`config.mk`:
```
export PLATFORM = sky130hd
export DESIGN_NAME = display_scan_driver
export DESIGN_NICKNAME = d
export VERILOG_FILES = /design/src/rtl/display_pkg.sv /design/src/rtl/display_scan_driver_prescaler.sv /design/src/rtl/display_scan_driver.sv
export SDC_FILE = /design/constraint.sdc
export NUM_CORES = 1
export LEC_CHECK = 0
export ABC_CLOCK_PERIOD_IN_PS = 4450
export CAP_MARGIN = 20
export CORE_ASPECT_RATIO = 0.75
export CORE_MARGIN = 4
export CORE_UTILIZATION = 30
export CTS_CLUSTER_SIZE = 12
export DETAILED_ROUTE_END_ITERATION = 7
export HOLD_SLACK_MARGIN = 0.03
export PLACE_DENSITY_LB_ADDON = 0.08
export SLEW_MARGIN = 40
export SYNTH_ARGS = -nofsm -noshare
export SYNTH_HDL_FRONTEND = slang
export SYNTH_SLANG_ARGS = --single-unit
```
`constraint.sdc`:
```
create_clock -name clk -period 4.45 [get_ports clk]
set_input_delay 1.1125 -clock clk [delete_from_list [all_inputs] [get_ports clk]]
set_output_delay 1.1125 -clock clk [all_outputs]
set_load 0.005 [all_outputs]
```
`src/rtl/display_pkg.sv`:
```
// rtl/display_pkg.sv - anode codes, display word type and refresh helpers for display_scan_driver
package display_pkg;

  localparam logic [3:0] DIG0_SEL = 4'b1110;
  localparam logic [3:0] DIG1_SEL = 4'b1101;
  localparam logic [3:0] DIG2_SEL = 4'b1011;
  localparam logic [3:0] DIG3_SEL = 4'b0111;
  localparam logic [3:0] DIG_OFF  = 4'b1111;

  typedef struct packed {
    logic [5:0] value;
    logic       negative;
    logic       is_dec;
  } disp_word_t;

  localparam disp_word_t DISP_RESET = '{value: 6'd0, negative: 1'b0, is_dec: 1'b1};

  typedef enum logic [1:0] {
    SLOT0 = 2'd0,
    SLOT1 = 2'd1,
    SLOT2 = 2'd2,
    SLOT3 = 2'd3
  } slot_t;

  function automatic int tick_div(input int clk_hz, input int refresh_hz);
    return clk_hz / refresh_hz;
  endfunction

  function automatic logic [3:0] slot_sel(input slot_t s);
    case (s)
      SLOT0:   return DIG0_SEL;
      SLOT1:   return DIG1_SEL;
      SLOT2:   return DIG2_SEL;
      default: return DIG3_SEL;
    endcase
  endfunction

endpackage

```
`src/rtl/display_scan_driver_prescaler.sv`:
```
// rtl/display_scan_driver_prescaler.sv - modulo-DIV refresh counter with terminal-count tick
module refresh_prescaler #(
  parameter int DIV = 10,
  localparam int W = (DIV > 1) ? $clog2(DIV) : 1
) (
  input  logic         clk,
  input  logic         rst,
  output logic [W-1:0] count,
  output logic         tick
);

  assign tick = (count == W'(DIV - 1));

  always_ff @(posedge clk or posedge rst) begin
    if (rst) begin
      count <= '0;
    end else if (tick) begin
      count <= '0;
    end else begin
      count <= count + 1'b1;
    end
  end

endmodule

```
`src/rtl/display_scan_driver.sv`:
```
// rtl/display_scan_driver.sv - 4-digit anode scan with frame-aligned value/sign/radix update
// Optional anode dead-time at the start of each slot: define DIGIT_BLANK_EN.
module display_scan_driver
  import display_pkg::*;
#(
  parameter int CLK_HZ       = 100_000_000,
  parameter int REFRESH_HZ   = 1_000,
  parameter int BLANK_CYCLES = 1_000
) (
  input  logic       clk,
  input  logic       rst,
  input  logic       update,
  input  logic [5:0] value_in,
  input  logic       negative_in,
  input  logic       is_dec_in,
  output logic [3:0] digit,
  output logic [5:0] display_value,
  output logic       show_negative,
  output logic       is_dec,
  output logic       frame_tick
);

  localparam int TICK_DIV = tick_div(CLK_HZ, REFRESH_HZ);
  localparam int CNT_W    = (TICK_DIV > 1) ? $clog2(TICK_DIV) : 1;

  if (TICK_DIV < 2) begin : g_div_chk
    $error("display_scan_driver: TICK_DIV must be at least 2");
  end
  if (BLANK_CYCLES < 0) begin : g_blank_sign_chk
    $error("display_scan_driver: BLANK_CYCLES must be non-negative");
  end
`ifdef DIGIT_BLANK_EN
  if (BLANK_CYCLES >= TICK_DIV) begin : g_blank_chk
    $error("display_scan_driver: BLANK_CYCLES must be less than TICK_DIV");
  end
`endif

  logic [CNT_W-1:0] count;
  logic [CNT_W-1:0] count_next;
  logic             tick;
  slot_t            slot;
  slot_t            slot_next;
  logic             wrap;
  logic [3:0]       digit_next;
  disp_word_t       in_word;
  disp_word_t       shadow;
  disp_word_t       live;
  logic             pending;

  refresh_prescaler #(.DIV(TICK_DIV)) u_prescaler (
    .clk   (clk),
    .rst   (rst),
    .count (count),
    .tick  (tick)
  );

  // digit is registered from the next-state index so it flips on the same edge as the slot
  assign count_next = tick ? '0 : count + 1'b1;
  assign slot_next  = tick ? slot_t'(slot + 2'd1) : slot;
  assign wrap       = tick && (slot == SLOT3);
  assign in_word    = '{value: value_in, negative: negative_in, is_dec: is_dec_in};

`ifdef DIGIT_BLANK_EN
  assign digit_next = (count_next < CNT_W'(BLANK_CYCLES)) ? DIG_OFF : slot_sel(slot_next);
`else
  assign digit_next = slot_sel(slot_next);
`endif

  always_ff @(posedge clk or posedge rst) begin
    if (rst) begin
      slot       <= SLOT0;
      digit      <= DIG_OFF;
      frame_tick <= 1'b0;
      shadow     <= DISP_RESET;
      live       <= DISP_RESET;
      pending    <= 1'b0;
    end else begin
      slot       <= slot_next;
      digit      <= digit_next;
      frame_tick <= wrap;
      if (update) begin
        shadow <= in_word;
      end
      // an update landing on the wrap edge bypasses the shadow so it is not delayed a frame
      if (wrap) begin
        if (update) begin
          live <= in_word;
        end else if (pending) begin
          live <= shadow;
        end
        pending <= 1'b0;
      end else if (update) begin
        pending <= 1'b1;
      end
    end
  end

  assign display_value = live.value;
  assign show_negative = live.negative;
  assign is_dec        = live.is_dec;

endmodule

```
After elaboration in Yosys (flattened, before gate mapping)
Cells that the tools add are included.
Widths: inputs -> output; s select.
- mux-type cells: 7
- equality and inequality tests: 4
- add/subtract/negate cells: 2
- reduce and logical (&&, ||, !) cells: 5
- operator list (cell ; count):
    $add 17x1->17 const B ; 1
    $eq 17x17->1 const B ; 1
    $mux 17 ; 1
    $mux 8 ; 2
    $pmux 4 s3 ; 1
    $eq 2x2->1 const B ; 2
    $reduce_bool 2->1 ; 2
    $add 2x1->2 const B ; 1
    $eq 2x1->1 const B ; 1
    $logic_not 2->1 ; 1
    $mux 1 ; 2
    $mux 2 ; 1
    $reduce_and 2->1 ; 1
    $logic_and 1x1->1 ; 1
- logic and storage cells: 29
- bits in registers: 41
- input port bits: 11
- output and inout port bits: 13

Depth between registers and ports, before layout
Gate-level depths: netlist of run 1.
- depth in word-level cells: 4
- mapped depth: 6
- mapped depth without buffers: 5

Modules after synthesis
A second synthesis of run 1 with hierarchy kept.
- cells, all modules: 131
- area total of the unflattened synthesis: 1747.9 um2
- by module, submodules not included (module ; times used ; cells each ; sequential area each (um2) ; area each (um2)):
    display_scan_driver ; 1 ; 56 ; 608.1 ; 922.1
    refresh_prescaler ; 1 ; 75 ; 425.4 ; 825.8

Least setup slack after synthesis of run 1
Ideal clock, no wire load.
- path type: input -> register
- from: input port update
- to: register live (netlist bit display_value[0])
- data arrival time: 2.185 ns
- setup time: 0.125 ns
- cell stages on the path: 4
- path slack: 2.141 ns
- path buffers: 1
- path through: clkbuf_8 -> o21ai_0 -> nor4_4 -> mux2_2
- longest elaborated chain between the ends: 2
- RTL lines (what ; RTL line ; RTL):
    from (decl) ; display_scan_driver.sv:12 ; input logic update,
    $reduce_bool 2->1 (no line) ; - ;
    $reduce_and 2->1 (no line) ; - ;
    to (signal assigned) ; display_scan_driver.sv:87 ; live <= in_word;
    to (signal assigned) ; display_scan_driver.sv:89 ; live <= shadow;
    to (decl) ; display_scan_driver.sv:47 ; disp_word_t live;
Parallel ways exist; a longest one is shown, timed or not.
A chain may end at the register's enable or synchronous reset.

Worst setup path in the final report of run 1
- from: input port update
- to: register live (netlist bit show_negative)
The elaborated chain is that of the path after synthesis.

==> results by group, run 1 <==
Timing
  • Max Fclk: 351 MHz
  • Final worst-path cycle share: 64.0%
  • Setup_tns: 0 ns
  • Final Skew: 0.00488 ns
  • Slew @ Worst Pin: 0.721 ns
  • RSZ-0062 raised after global routing: false
  • Relative slew slack: 51.8%
  • Max-slew violations: 0
  • Final setup fails: 0
  • Hold Vio Cnt, Final: 0
  • Tmin final: 2.85 ns

Floorplan
  • Die area: 0.00724 mm^2
  • Initial Util: 32.0%
  • Std-Cell Rows: 23
  • Die Span X: 96.9 um
  • # IOs: 24
  • Die height: 74.7 um
  • Core area: 0.00555 mm^2

Global route
  • First-pass GRT wire length: 5.62 mm
  • Vias in the first global route: 1148
  • Largest net degree at the start of global routing: 42
  • Total GRT Usage: 10.1%
  • Gr ovfl total: 0
  • Initial antenna violation count: 0

CTS
  • Clk root buf: clkbuf_8
  • Num CTS Buffers: 5
  • Worst-skew pair later-pin latency: 0.29 ns
  • Resize count post-CTS: 0
  • Hold_buf cts: 0
  • Clock Sinks: 41
  • CTS tree: yes
  • Total setup buffers inserted after CTS: 0
  • CTS H-tree lvls: 2
  • Max Buffers Root-to-Sink: 2
  • Clock-pin slew on the worst setup and hold paths: 0.07 ns

Synthesis
  • Synth Area in Compound Gates: 1.27%
  • Dominant synthesized flop cell: dfrtp_1
  • Area of the mapped netlist: 0.00178 mm^2
  • Main combinational cell family by area after synthesis: simple AND/OR/NAND/NOR gates
  • Sequential area share after synthesis: 58.1%
  • Post-synth EDFFs: 0
  • Syn_area_per_cell: 12.6 um^2
  • Synthesized instance count: 141
  • Leading area contributor after synthesis: dfrtp_1
  • Yosys top cell area share: 49.2%
  • Post-Synth Adder-Cell Area: 1.41%
  • Mux share of post-synthesis cell area: 13.2%
  • Area contributors post-synth: dfrtp_1, mux2_2, dfstp_2, xnor2_1, nor2_1
  • Count of cell types in the netlist: 30
  • Simple-gate portion of the synthesized area: 16.5%
  • Ys async rst share: 100%
  • Seq cells post-synth: 41
  • Ys Warns: 0
  • Mapped Nets: 154
  • Post-Synth XOR/XNOR Area: 7.38%

Power
  • Worst vdd ir: 135 uV
  • Leakage: 0.920 nW
  • PwrDens: 298 mW/mm^2
  • Total power: 0.645 mW

Finish
  • Layout area overhead: 21.7%
  • Fillers: 518
  • Antenna fix cells: 0
  • Layout cells sized above 1: 20.0%
  • Final #Nets: 182
  • Most common cell after layout, fill and taps aside: dfrtp_1
  • Commonest non-fill, non-tap cells in the layout: dfrtp_1, clkdlybuf4s50_1, mux2_2

Drt
  • Drt wl/cell: 13.1 um
  • Via density: 4.41
  • DRC viols: 0
  • Routed Antenna Nets: 0
  • Final wirelength: 3.21 mm
  • Iter 0 DRT Violations: 19
  • Number of detailed-routing iterations run before antenna repair: 4
  • Total number of vias: 1080

Critical path
  • Critical Path Sink: show_negative$_DFFE_PP0P_
  • Buf+Inv Stages, Crit Path: 1
  • CP delay by family, top: buffers and inverters
  • Kind of critical path: input port to flip-flop
  • Critical path depth: 4
  • Crit path cell chain: clkdlybuf4s50_1 > o21ai_0 > nor4_4 > mux2_2
  • Worst EP arrival: 3.02 ns
  • Slowest cell on the critical path: clkdlybuf4s50_1
  • RR Startpoint: u_prescaler.count[0]$_DFF_PP0_
  • Slowest stage delay, CP: 0.72 ns
  • Critical Path Source: update
  • Worst Path Required: 4.62 ns
  • Startpoint types: input port
  • CP endpoint kind: flip-flop
  • Worst reg2reg setup slack: 2.03 ns
  • Reg-to-reg endpoint: slot[1]$_DFF_PP0_
  • R2R cell count: 5
  • CP Max Fanout: 10

Outcome
  • Status: complete, no violations

Place
  • Port Buf Inserts: 23
  • Post-DP HPWL: 2.25 mm
  • Final GP Congestion: 0.709

Flow run
  • Max Cap Violations: 0

Min path
  • Worst Hold Class: flip-flop to flip-flop
-- registers in the layout (all words and copies together) (netlist names) --
signal             cells
u_prescaler.count     17
frame_tick             1
pending                1
slot                   2
display_value          6
show_negative          1
shadow                 8
digit                  4
is_dec                 1
-- metrics by stage --
| step | setup WS (ns) | std cells | hold slack (ns) | util, % | instance area [um^2] |
|---|---|---|---|---|---|
| 2_1_floorplan | 2.14 | 141 | 0.460 | - | 1780 |
| 3_3_place_gp | 1.29 | 237 | 0.476 | 37.6 | 2090 |
| 3_5_place_dp | 1.24 | 237 | 0.483 | 37.6 | 2090 |
| 4_1_cts | 1.55 | 245 | 0.501 | 39.0 | 2170 |
| 5_1_grt | 1.44 | 245 | 0.512 | 39.0 | 2170 |
| 6_report | 1.60 | 245 | 0.497 | 39.0 | 2170 |
-- worst min-delay path by stage --
stage                                                  to                             from  cells past startpoint  slack [ns]
after floorplan           u_prescaler.count[13]$_DFF_PP0_  u_prescaler.count[13]$_DFF_PP0_                      1        0.46
after global placement              shadow[1]$_DFFE_PP0P_            shadow[1]$_DFFE_PP0P_                      1        0.48
after detailed placement            shadow[2]$_DFFE_PP0P_            shadow[2]$_DFFE_PP0P_                      1        0.48
after CTS                           shadow[2]$_DFFE_PP0P_            shadow[2]$_DFFE_PP0P_                      1        0.50
after global routing                shadow[3]$_DFFE_PP0P_            shadow[3]$_DFFE_PP0P_                      1        0.51
final                               shadow[2]$_DFFE_PP0P_            shadow[2]$_DFFE_PP0P_                      1        0.50
-- cell usage after synthesis, types with 2 or more instances --
cell type  count
a21oi_1        2
dfstp_2        6
nor2b_1        3
nor2_1        14
xor2_1         6
nand3_1        9
nor4_1         5
dfrtp_1       35
mux2_2        19
xnor2_1        9
or3_1          2
nand2b_1       2
nand2_1        4
ha_1           2
mux2i_1        2
inv_1          4
nand4_1        4
-- logic make-up (layout without fill, tap and decap cells) --
| kind of cell | after synthesis | after routing |
|---|---|---|
| AND/OR/NAND/NOR | 51 | 51 |
| flip-flops | 41 | 41 |
| multiplexers | 21 | 21 |
| XOR/XNOR | 15 | 15 |
| buffers and inverters | 7 | 36 |
| AO/OA/AOI/OAI | 4 | 4 |
| adder cells (fa/ha/maj) | 2 | 2 |
-- metal layers --
metal  share of wire (%)  global-route usage [%]
met1                  54                    13.7
met5                   0                       0
met4                 1.6                    5.14
met2                  40                    14.2
met3                 4.4                    3.70
-- report_power, final --
group	switching, mW	internal (mW)	total (mW)
registers	0.00161	0.380	0.382
clock network	0.124	0.112	0.235
logic	0.0130	0.0148	0.0278
-- final cells by class --
type                            instances  area (um^2)  share of cell area, %
Inverter                                4         15.0                  0.693
Tap cell                               75         93.8                   4.33
Clock buffer                            8         80.1                   3.70
Sequential cell                        41         1030                   47.7
Timing Repair Buffer                   24          238                   11.0
Multi-Input combinational cell         93          706                   32.6
No activity file was read; power rests on OpenSTA's default activity.
==> inputs of run 2 (changes only) <==
ABC_CLOCK_PERIOD_IN_PS = 2900   (was 4450)
clock period = 2.9 ns   (was 4.45 ns; I/O delays follow)
==> run 2 against run 1 <==
  * Global-route usage barely moved
  * Sequential share of layout area shrank 0.33 points
  * Clock power increased by 52%
  * Utilization rose by 0.27 points
  * Via count grew 2.9%
  * Critical path depth rose by 1
  * Non-clock buffer count grew 2
  * First-iteration DRC count grew 58%
  * Critical path type is now flip-flop to flip-flop
  * Largest cell class unchanged
==> results by group, run 2 (synthesized netlist as in run 1, its figures left out) <==
Timing
  • RSZ-0062 raised after global routing: false
  • Relative slew slack: 61.9%
  • Slew @ Worst Pin: 0.568 ns
  • Max Fclk: 426 MHz
  • Final worst-path cycle share: 80.9%
  • Final hold slack: 0.495 ns
  • Final Skew: 0.00641 ns
  • Tmin final: 2.35 ns
  • Max-slew violations: 0
  • Setup_tns: 0 ns
  • Final setup fails: 0
  • Hold Vio Cnt, Final: 0

Finish
  • Register Area: 0.00103 mm^2
  • Final #Nets: 184
  • Multi-input gate area: 706 um^2
  • Commonest non-fill, non-tap cells in the layout: dfrtp_1, clkdlybuf4s50_1, mux2_2
  • Antenna fix cells: 0
  • Design area: 0.00218 mm^2
  • Most common cell after layout, fill and taps aside: dfrtp_1
  • Largest register FFs: 17
  • Top reg by flops: u_prescaler.count
  • Layout area overhead: 22.6%
  • Fillers: 550
  • Layout cells sized above 1: 20.9%

Place
  • Placed Area: 0.00210 mm^2
  • Final GP Congestion: 0.749
  • Post-DP HPWL: 2.35 mm
  • Port Buf Inserts: 23

Floorplan
  • Std-Cell Rows: 23
  • Initial Util: 32.0%
  • Die area: 0.00724 mm^2
  • # IOs: 24
  • Die Span X: 96.9 um
  • Core area: 0.00555 mm^2
  • Die height: 74.7 um

Critical path
  • Kind of critical path: flip-flop to flip-flop
  • Slowest stage delay, CP: 0.58 ns
  • Worst EP arrival: 2.52 ns
  • Slowest cell on the critical path: nor4_4
  • CP endpoint kind: flip-flop
  • Startpoint types: flip-flop
  • CP Max Fanout: 8
  • CP delay by family, top: simple AND/OR/NAND/NOR gates
  • Buf+Inv Stages, Crit Path: 0
  • Crit path cell chain: ha_1 > nand4_1 > or3_1 > nor4_4 > mux2_2
  • Worst Path Required: 3.08 ns

Power
  • Worst vdd ir: 160 uV
  • Leakage: 0.930 nW
  • Total power: 0.989 mW
  • PwrDens: 453 mW/mm^2

Drt
  • Iter 0 DRT Violations: 30
  • Drt wl/cell: 13.4 um
  • DRC viols: 0
  • Total number of vias: 1111
  • Final wirelength: 3.32 mm
  • Via density: 4.50
  • Number of detailed-routing iterations run before antenna repair: 4
  • Routed Antenna Nets: 0

CTS
  • Resize count post-CTS: 0
  • CTS H-tree lvls: 2
  • Num CTS Buffers: 5
  • Clock Sinks: 41
  • Hold_buf cts: 0
  • Clk root buf: clkbuf_8
  • CTS tree: yes
  • Total setup buffers inserted after CTS: 0
  • Clock-pin slew on the worst setup and hold paths: 0.08 ns
  • Worst-skew pair later-pin latency: 0.29 ns
  • Max Buffers Root-to-Sink: 2

Global route
  • Largest net degree at the start of global routing: 42
  • Vias in the first global route: 1110
  • Initial antenna violation count: 0
  • Total GRT Usage: 10.1%
  • Gr ovfl total: 0
  • First-pass GRT wire length: 5.60 mm

Outcome
  • Status: complete, no violations

Min path
  • Worst Hold Class: flip-flop to flip-flop

Flow run
  • Max Cap Violations: 0
-- run 2: cell types whose count changed in the layout (fill, tap and decap cells not counted) --
cell	delta
buf_4	+2
-- run 2: metal layers --
layer  part of all wire, %  routed length, um  vias to the layer above  GRT usage, %
li1                      -                  -                      547             -
met1                    52               1730                      538          14.0
met2                    42               1380                       18          14.3
met3                   4.0                134                        8          3.24
met4                   2.2                 72                        0          5.14
met5                     0                  0                        -             0
-- run 2: final timing paths --
kind,from,endpoint,slack (ns),cells after the start
max in group asynchronous,rst,digit[0]$_DFF_PP1_,1.67,3
worst max register to register,u_prescaler.count[0]$_DFF_PP0_,display_value[0]$_DFFE_PP0P_,0.55,5
worst max-delay path,u_prescaler.count[0]$_DFF_PP0_,display_value[0]$_DFFE_PP0P_,0.55,5
worst min-delay path,shadow[5]$_DFFE_PP0P_,shadow[5]$_DFFE_PP0P_,0.50,1
worst min register to register,shadow[5]$_DFFE_PP0P_,shadow[5]$_DFFE_PP0P_,0.50,1
min in group asynchronous,rst,display_value[4]$_DFFE_PP0P_,0.86,3
-- run 2: layout make-up --
cell class,instances,area share (%)
multi-input cells,93,32.4
flip-flops and latches,41,47.4
clock buffers,8,3.67
inverters,4,0.688
well taps,75,4.30
repair buffers,26,11.6
-- run 2: where the power goes --
part / leakage (nW) / internal [mW] / switching, mW
registers: 0.516 / 0.584 / 0.00235
clock network: 0.0395 / 0.171 / 0.187
logic: 0.375 / 0.0236 / 0.0206
-- run 2: stage by stage --
stage,utilization (%),instances,worst slack [ns]
final,39.3,247,0.555
after global routing,39.3,247,0.391
after CTS,39.3,247,0.528
after detailed placement,37.8,239,0.467
after global placement,37.8,239,0.470
after floorplan,-,141,0.827
==> inputs of run 3 (changes only) <==
ABC_CLOCK_PERIOD_IN_PS = 2100   (was 2900)
clock period = 2.1 ns   (was 2.9 ns; I/O delays follow)
==> run 3 against run 2 <==
  * Fmax grew 18%
  * Flip-flop and latch count is the same
  * Sequential share of layout area shrank 1.6 points
  * Clock-buffer cell count shrank 2
  * First-iteration DRC count shrank 6.7%
  * Global-route usage shrank 0.15 points
  * Register-to-register slack lost 0.45 ns
  * Critical path type unchanged
  * Highest routed layer unchanged
==> results by group, run 3 (synthesized netlist as in run 1, its figures left out) <==
Timing
  • RSZ-0062 raised after global routing: false
  • Max-slew violations: 0
  • Final Skew: 0.00398 ns
  • Max Fclk: 501 MHz
  • Final worst-path cycle share: 95.0%
  • Final setup fails: 0
  • Hold Vio Cnt, Final: 0
  • Fin worst setup slack: 0.104 ns
  • Tmin final: 2.00 ns
  • Setup_tns: 0 ns
  • Slew @ Worst Pin: 0.372 ns
  • Relative slew slack: 75.0%

CTS
  • Total setup buffers inserted after CTS: 0
  • CTS tree: yes
  • Clock-pin slew on the worst setup and hold paths: 0.07 ns
  • Worst-skew pair later-pin latency: 0.29 ns
  • Num CTS Buffers: 5
  • Max Buffers Root-to-Sink: 2
  • CTS H-tree lvls: 2
  • Clock Sinks: 41
  • Clk root buf: clkbuf_8
  • Hold_buf cts: 0
  • Resize count post-CTS: 0

Min path
  • Worst Hold Class: flip-flop to flip-flop

Drt
  • Total number of vias: 1158
  • DRC viols: 0
  • Drt wl/cell: 13.0 um
  • Iter 0 DRT Violations: 28
  • Via density: 4.54
  • Final wirelength: 3.30 mm
  • Routed Antenna Nets: 0
  • Number of detailed-routing iterations run before antenna repair: 3

Floorplan
  • # IOs: 24
  • Initial Util: 32.0%
  • Std-Cell Rows: 23
  • Die height: 74.7 um
  • Core area: 0.00555 mm^2
  • Die Span X: 96.9 um
  • Die area: 0.00724 mm^2

Outcome
  • Status: complete, no violations

Critical path
  • Startpoint types: flip-flop
  • CP Max Fanout: 4
  • Worst Path Required: 2.28 ns
  • Kind of critical path: flip-flop to flip-flop
  • CP endpoint kind: flip-flop
  • Worst EP arrival: 2.17 ns

Global route
  • First-pass GRT wire length: 5.60 mm
  • Total GRT Usage: 9.93%
  • Vias in the first global route: 1118
  • Gr ovfl total: 0
  • Largest net degree at the start of global routing: 42
  • Initial antenna violation count: 0

Power
  • PwrDens: 605 mW/mm^2
  • Sw Ratio: 21.5%
  • Clock network fraction of total power: 36.0%
  • Leakage: 0.981 nW
  • Pint: 1.07 mW
  • Worst vdd ir: 225 uV
  • Reg power frac: 59.3%
  • Comb power frac: 4.7%
  • Psw: 0.293 mW

Place
  • Port Buf Inserts: 23
  • Pre-CTS WS: 0.0832 ns
  • Final GP Congestion: 0.712
  • Inst Count DP: 246
  • Post-DP HPWL: 2.40 mm

Flow run
  • Max Cap Violations: 0

Finish
  • Final #Nets: 192
  • Antenna fix cells: 0
  • Top reg by flops: u_prescaler.count
  • Layout area overhead: 26.8%
  • Final std cells w/o fill: 255
  • Most common cell after layout, fill and taps aside: dfrtp_1
  • Layout cells sized above 1: 25.6%
  • Largest register FFs: 17
  • Commonest non-fill, non-tap cells in the layout: dfrtp_1, clkdlybuf4s50_1, mux2_2
-- run 3: path summary, 6_finish.rpt --
path,startpoint,endpoint,slack (ns),depth (start not counted)
setup / recovery,u_prescaler.count[8]$_DFF_PP0_,display_value[5]$_DFFE_PP0P_,0.10,5
setup reg to reg,u_prescaler.count[8]$_DFF_PP0_,display_value[5]$_DFFE_PP0P_,0.10,5
min in group asynchronous,rst,shadow[3]$_DFFE_PP0P_,0.60,3
max in group asynchronous,rst,digit[3]$_DFF_PP1_,1.24,3
hold reg to reg,shadow[5]$_DFFE_PP0P_,shadow[5]$_DFFE_PP0P_,0.49,1
hold / removal,shadow[5]$_DFFE_PP0P_,shadow[5]$_DFFE_PP0P_,0.49,1
-- run 3: through the flow --
step | util [%] | instance area (um^2) | hold slack, ns | power [mW]
CTS | 40.5 | 2250 | 0.498 | 1.39
global placement | 39.0 | 2170 | 0.478 | 0.889
floorplan | - | 1780 | 0.460 | 0.858
finish | 40.6 | 2260 | 0.495 | 1.36
global route | 40.6 | 2260 | 0.511 | 1.43
detailed placement | 39.0 | 2170 | 0.481 | 0.890
-- run 3: power groups by stage --
stage | sequential, mW | clock [mW] | combinational [mW]
after floorplan | 0.823 | 0 | 0.0347
after global placement | 0.824 | 0 | 0.0652
after detailed placement | 0.824 | 0 | 0.0661
after CTS | 0.809 | 0.517 | 0.0664
after global routing | 0.810 | 0.547 | 0.0722
final | 0.809 | 0.491 | 0.0640
-- run 3: metal layers --
metal	GRT usage [%]	wire, um	up-vias
met5	0	0	-
met3	3.61	126	7
met4	4.21	52	0
met2	14.4	1460	18
met1	13.5	1670	573
li1	-	-	560
-- run 3: area by class of cell --
class	count	area (um^2)
Clock inverter	2	10.0
Tap cell	75	93.8
Clock buffer	6	72.6
Fill cell	547	3300
Multi-Input combinational cell	93	706
Inverter	4	15.0
Timing Repair Buffer	34	325
Sequential cell	41	1030
-- run 3: worst max-delay path, stage by stage (launching register included) --
cell,delay (ns)
dfrtp_1,0.42
or3_1,0.43
or2_2,0.37
nor4_4,0.16
buf_4,0.18
mux2_2,0.33
==> patch: new RTL, flow settings as in run 3 <==
`REFRESH_HZ`: 1_000 -> 500.
--- a/src/rtl/display_scan_driver.sv
+++ b/src/rtl/display_scan_driver.sv
@@ -5,5 +5,5 @@
 #(
   parameter int CLK_HZ       = 100_000_000,
-  parameter int REFRESH_HZ   = 1_000,
+  parameter int REFRESH_HZ   = 500,
   parameter int BLANK_CYCLES = 1_000
 ) (
Check against the original RTL: no difference found for any inputs over 10 cycles, from zero or initial values and one cycle with rst high; that may be too few to reach the edited logic, so the function may still have changed.
==> patch against run 3 <==
  * Core utilization shrank 0.49 points
  * Design area grew 6.8%
  * First-iteration DRC count grew 7.1%
  * Routed wire length grew 12%
  * Power grew 14%
  * Area after synthesis grew 8.2%
  * Sequential cell count grew 1
  * Combinational power grew 2%
  * Count of clock-buffer cells in the layout grew 1
  * Worst setup slack gained 0.080 ns
  * Critical path type unchanged
  * Largest cell class unchanged
  * Highest routed layer unchanged
==> patch: results (changes against run 3) <==
| Metric | Value |
|---|---|
| GRT Overall Usage | `0.1061 (+0.006853)` |
| Hpwl dp | `2.682 mm (+12%)` |
| Gpl congestion | `0.6994 (-1.7%)` |
| WP data arrival | `2.10 ns (-0.07 ns)` |
| Hold WC Path Type | `reg2reg` |
| Final nets | `199 (+3.6%)` |
| Worst-Skew Late Latency | `0.29 ns (about the same)` |
| Via count | `1,252 (+8.1%)` |
| Root buffer cell | `clkbuf_8` |
| Max reg flops | `18 (+1)` |
| Net Count, Synth | `167 (+8.4%)` |
| Async SR Flop Fraction | `1.000 (unchanged)` |
| H-Tree Level Count | `2 (unchanged)` |
| Pin count of the biggest net entering global routing | `43 (+2.4%)` |
| Switching Share | `0.1943 (-0.02020)` |
| Clock skew | `0.006257 ns (+0.002281 ns)` |
| Slew headroom | `0.7770 (+0.02735)` |
| Slowest CP cell | `dfrtp_1` |
| DR WL/cell | `13.95 um (+7.7%)` |
| Post-synthesis sequential area ratio | `0.5501 (-0.03081)` |
| VDD IR max | `292.6 uV (+30%)` |
| Worst-case clock buffer depth | `2 (unchanged)` |
| Lkg Pwr | `1.109 nW (+13%)` |
| Cts repair resizes | `0 (unchanged)` |
| Layout cells sized above 1 | `0.2406 (-0.01491)` |
| Commonest cells in the netlist | `dfrtp_1, nor2_1, nand3_1` |
| Post-CTS Setup Bufs | `0 (unchanged)` |
| Largest delay share family, worst path | `simple AND/OR/NAND/NOR gates` |
| TritonCTS Buffers | `5 (unchanged)` |
| Vias in the first global route | `1,271 (+14%)` |
| Initial antenna violation count | `0 (unchanged)` |
| ANT cells | `0 (unchanged)` |
| Crit-path max FO | `8 (+4)` |
| Worst path max stage delay | `0.40 ns (-0.03 ns)` |
| Outcome | `completed` |
| 1st-iter DRT viols | `30 (+7.1%)` |
| Drt pass-1 iters | `4 (+1)` |
| Distinct cells, synth | `37 (+23%)` |
| Global-route wire length before repair | `6.486 mm (+16%)` |
| Dominant cells by area after synthesis | `dfrtp_1, dfstp_2, mux2_4` |
==> patch: changes by cell type after synthesis, moves of 3 or more <==
cell	run 3	this run
clkbuf_1	0	3
nor4_1	5	2
mux2_4	0	8
nor2_1	14	18
mux2_2	19	8
==> patch: cells by family (layout without fill, tap and decap cells) <==
logic type                 Yosys count  count (layout)  synth area share
AOI/OAI and AO/OA                    8               8           0.02535
xor gates and xnor gates            16              16           0.07282
adders and majority gates            2               2           0.01300
buffers and inverters               10              43           0.02405
DFF                                 42              42            0.5501
muxes                               18              18            0.1203
and+or+nand+nor                     58              58            0.1944
==> patch: area by class of cell <==
class,count,area (um2)
clock buffers,7,86.33
clock inverters,1,30.03
fillers,587,3596
inverters,4,15.01
multi-input cells,102,819.5
flip-flops and latches,42,1059
well taps,78,97.59
repair buffers,31,302.8
==> patch: worst register-to-register path, stage by stage (launching register included) <==
cell and delay [ns]:
dfrtp_1 0.40, ha_1 0.22, nand4bb_2 0.17, nor4_4 0.36
nand4b_4 0.29, mux2_4 0.37
==> patch: final timing paths <==
| check | startpoint | end | slack (ns) | depth (start not counted) |
|---|---|---|---|---|
| setup / recovery | u_prescaler.count[1]$_DFF_PP0_ | display_value[4]$_DFFE_PP0P_ | 0.18 | 5 |
| hold / removal | shadow[5]$_DFFE_PP0P_ | shadow[5]$_DFFE_PP0P_ | 0.50 | 1 |
| setup reg to reg | u_prescaler.count[1]$_DFF_PP0_ | display_value[4]$_DFFE_PP0P_ | 0.18 | 5 |
| hold reg to reg | shadow[5]$_DFFE_PP0P_ | shadow[5]$_DFFE_PP0P_ | 0.50 | 1 |
| max in group asynchronous | rst | digit[1]$_DFF_PP1_ | 1.24 | 3 |
| min in group asynchronous | rst | shadow[7]$_DFFE_PP0P_ | 0.59 | 3 |
==> patch: power groups by stage <==
stage | logic (mW) | registers (mW) | clock network, mW
4_1_cts | 0.0685 | 0.828 | 0.683
2_1_floorplan | 0.0343 | 0.843 | 0
5_1_grt | 0.0740 | 0.830 | 0.728
6_report | 0.0656 | 0.828 | 0.656
3_3_place_gp | 0.0649 | 0.844 | 0
3_5_place_dp | 0.0684 | 0.844 | 0
==> patch: per-layer routing <==
metal	vias up	routed length, um	global-route usage	share of wire
met5	-	0	0	0
met1	623	1931	0.1589	0.52
met3	8	170	0.03674	0.046
li1	592	-	-	-
met4	0	46	0.03634	0.012
met2	29	1550	0.1409	0.42
==> patch: stage by stage <==
step                      hold WS [ns]  setup WS [ns]  std cells  cell area (um2)  total power, mW
after floorplan                 0.4620         0.2004        154             1924           0.8773
after global placement          0.4817        0.09966        257             2293           0.9094
after detailed placement        0.4891        0.07077        257             2293           0.9125
after CTS                       0.5039         0.1528        265             2410            1.580
after global routing            0.5107        0.04743        265             2410            1.631
final                           0.4978         0.1843        265             2410            1.550
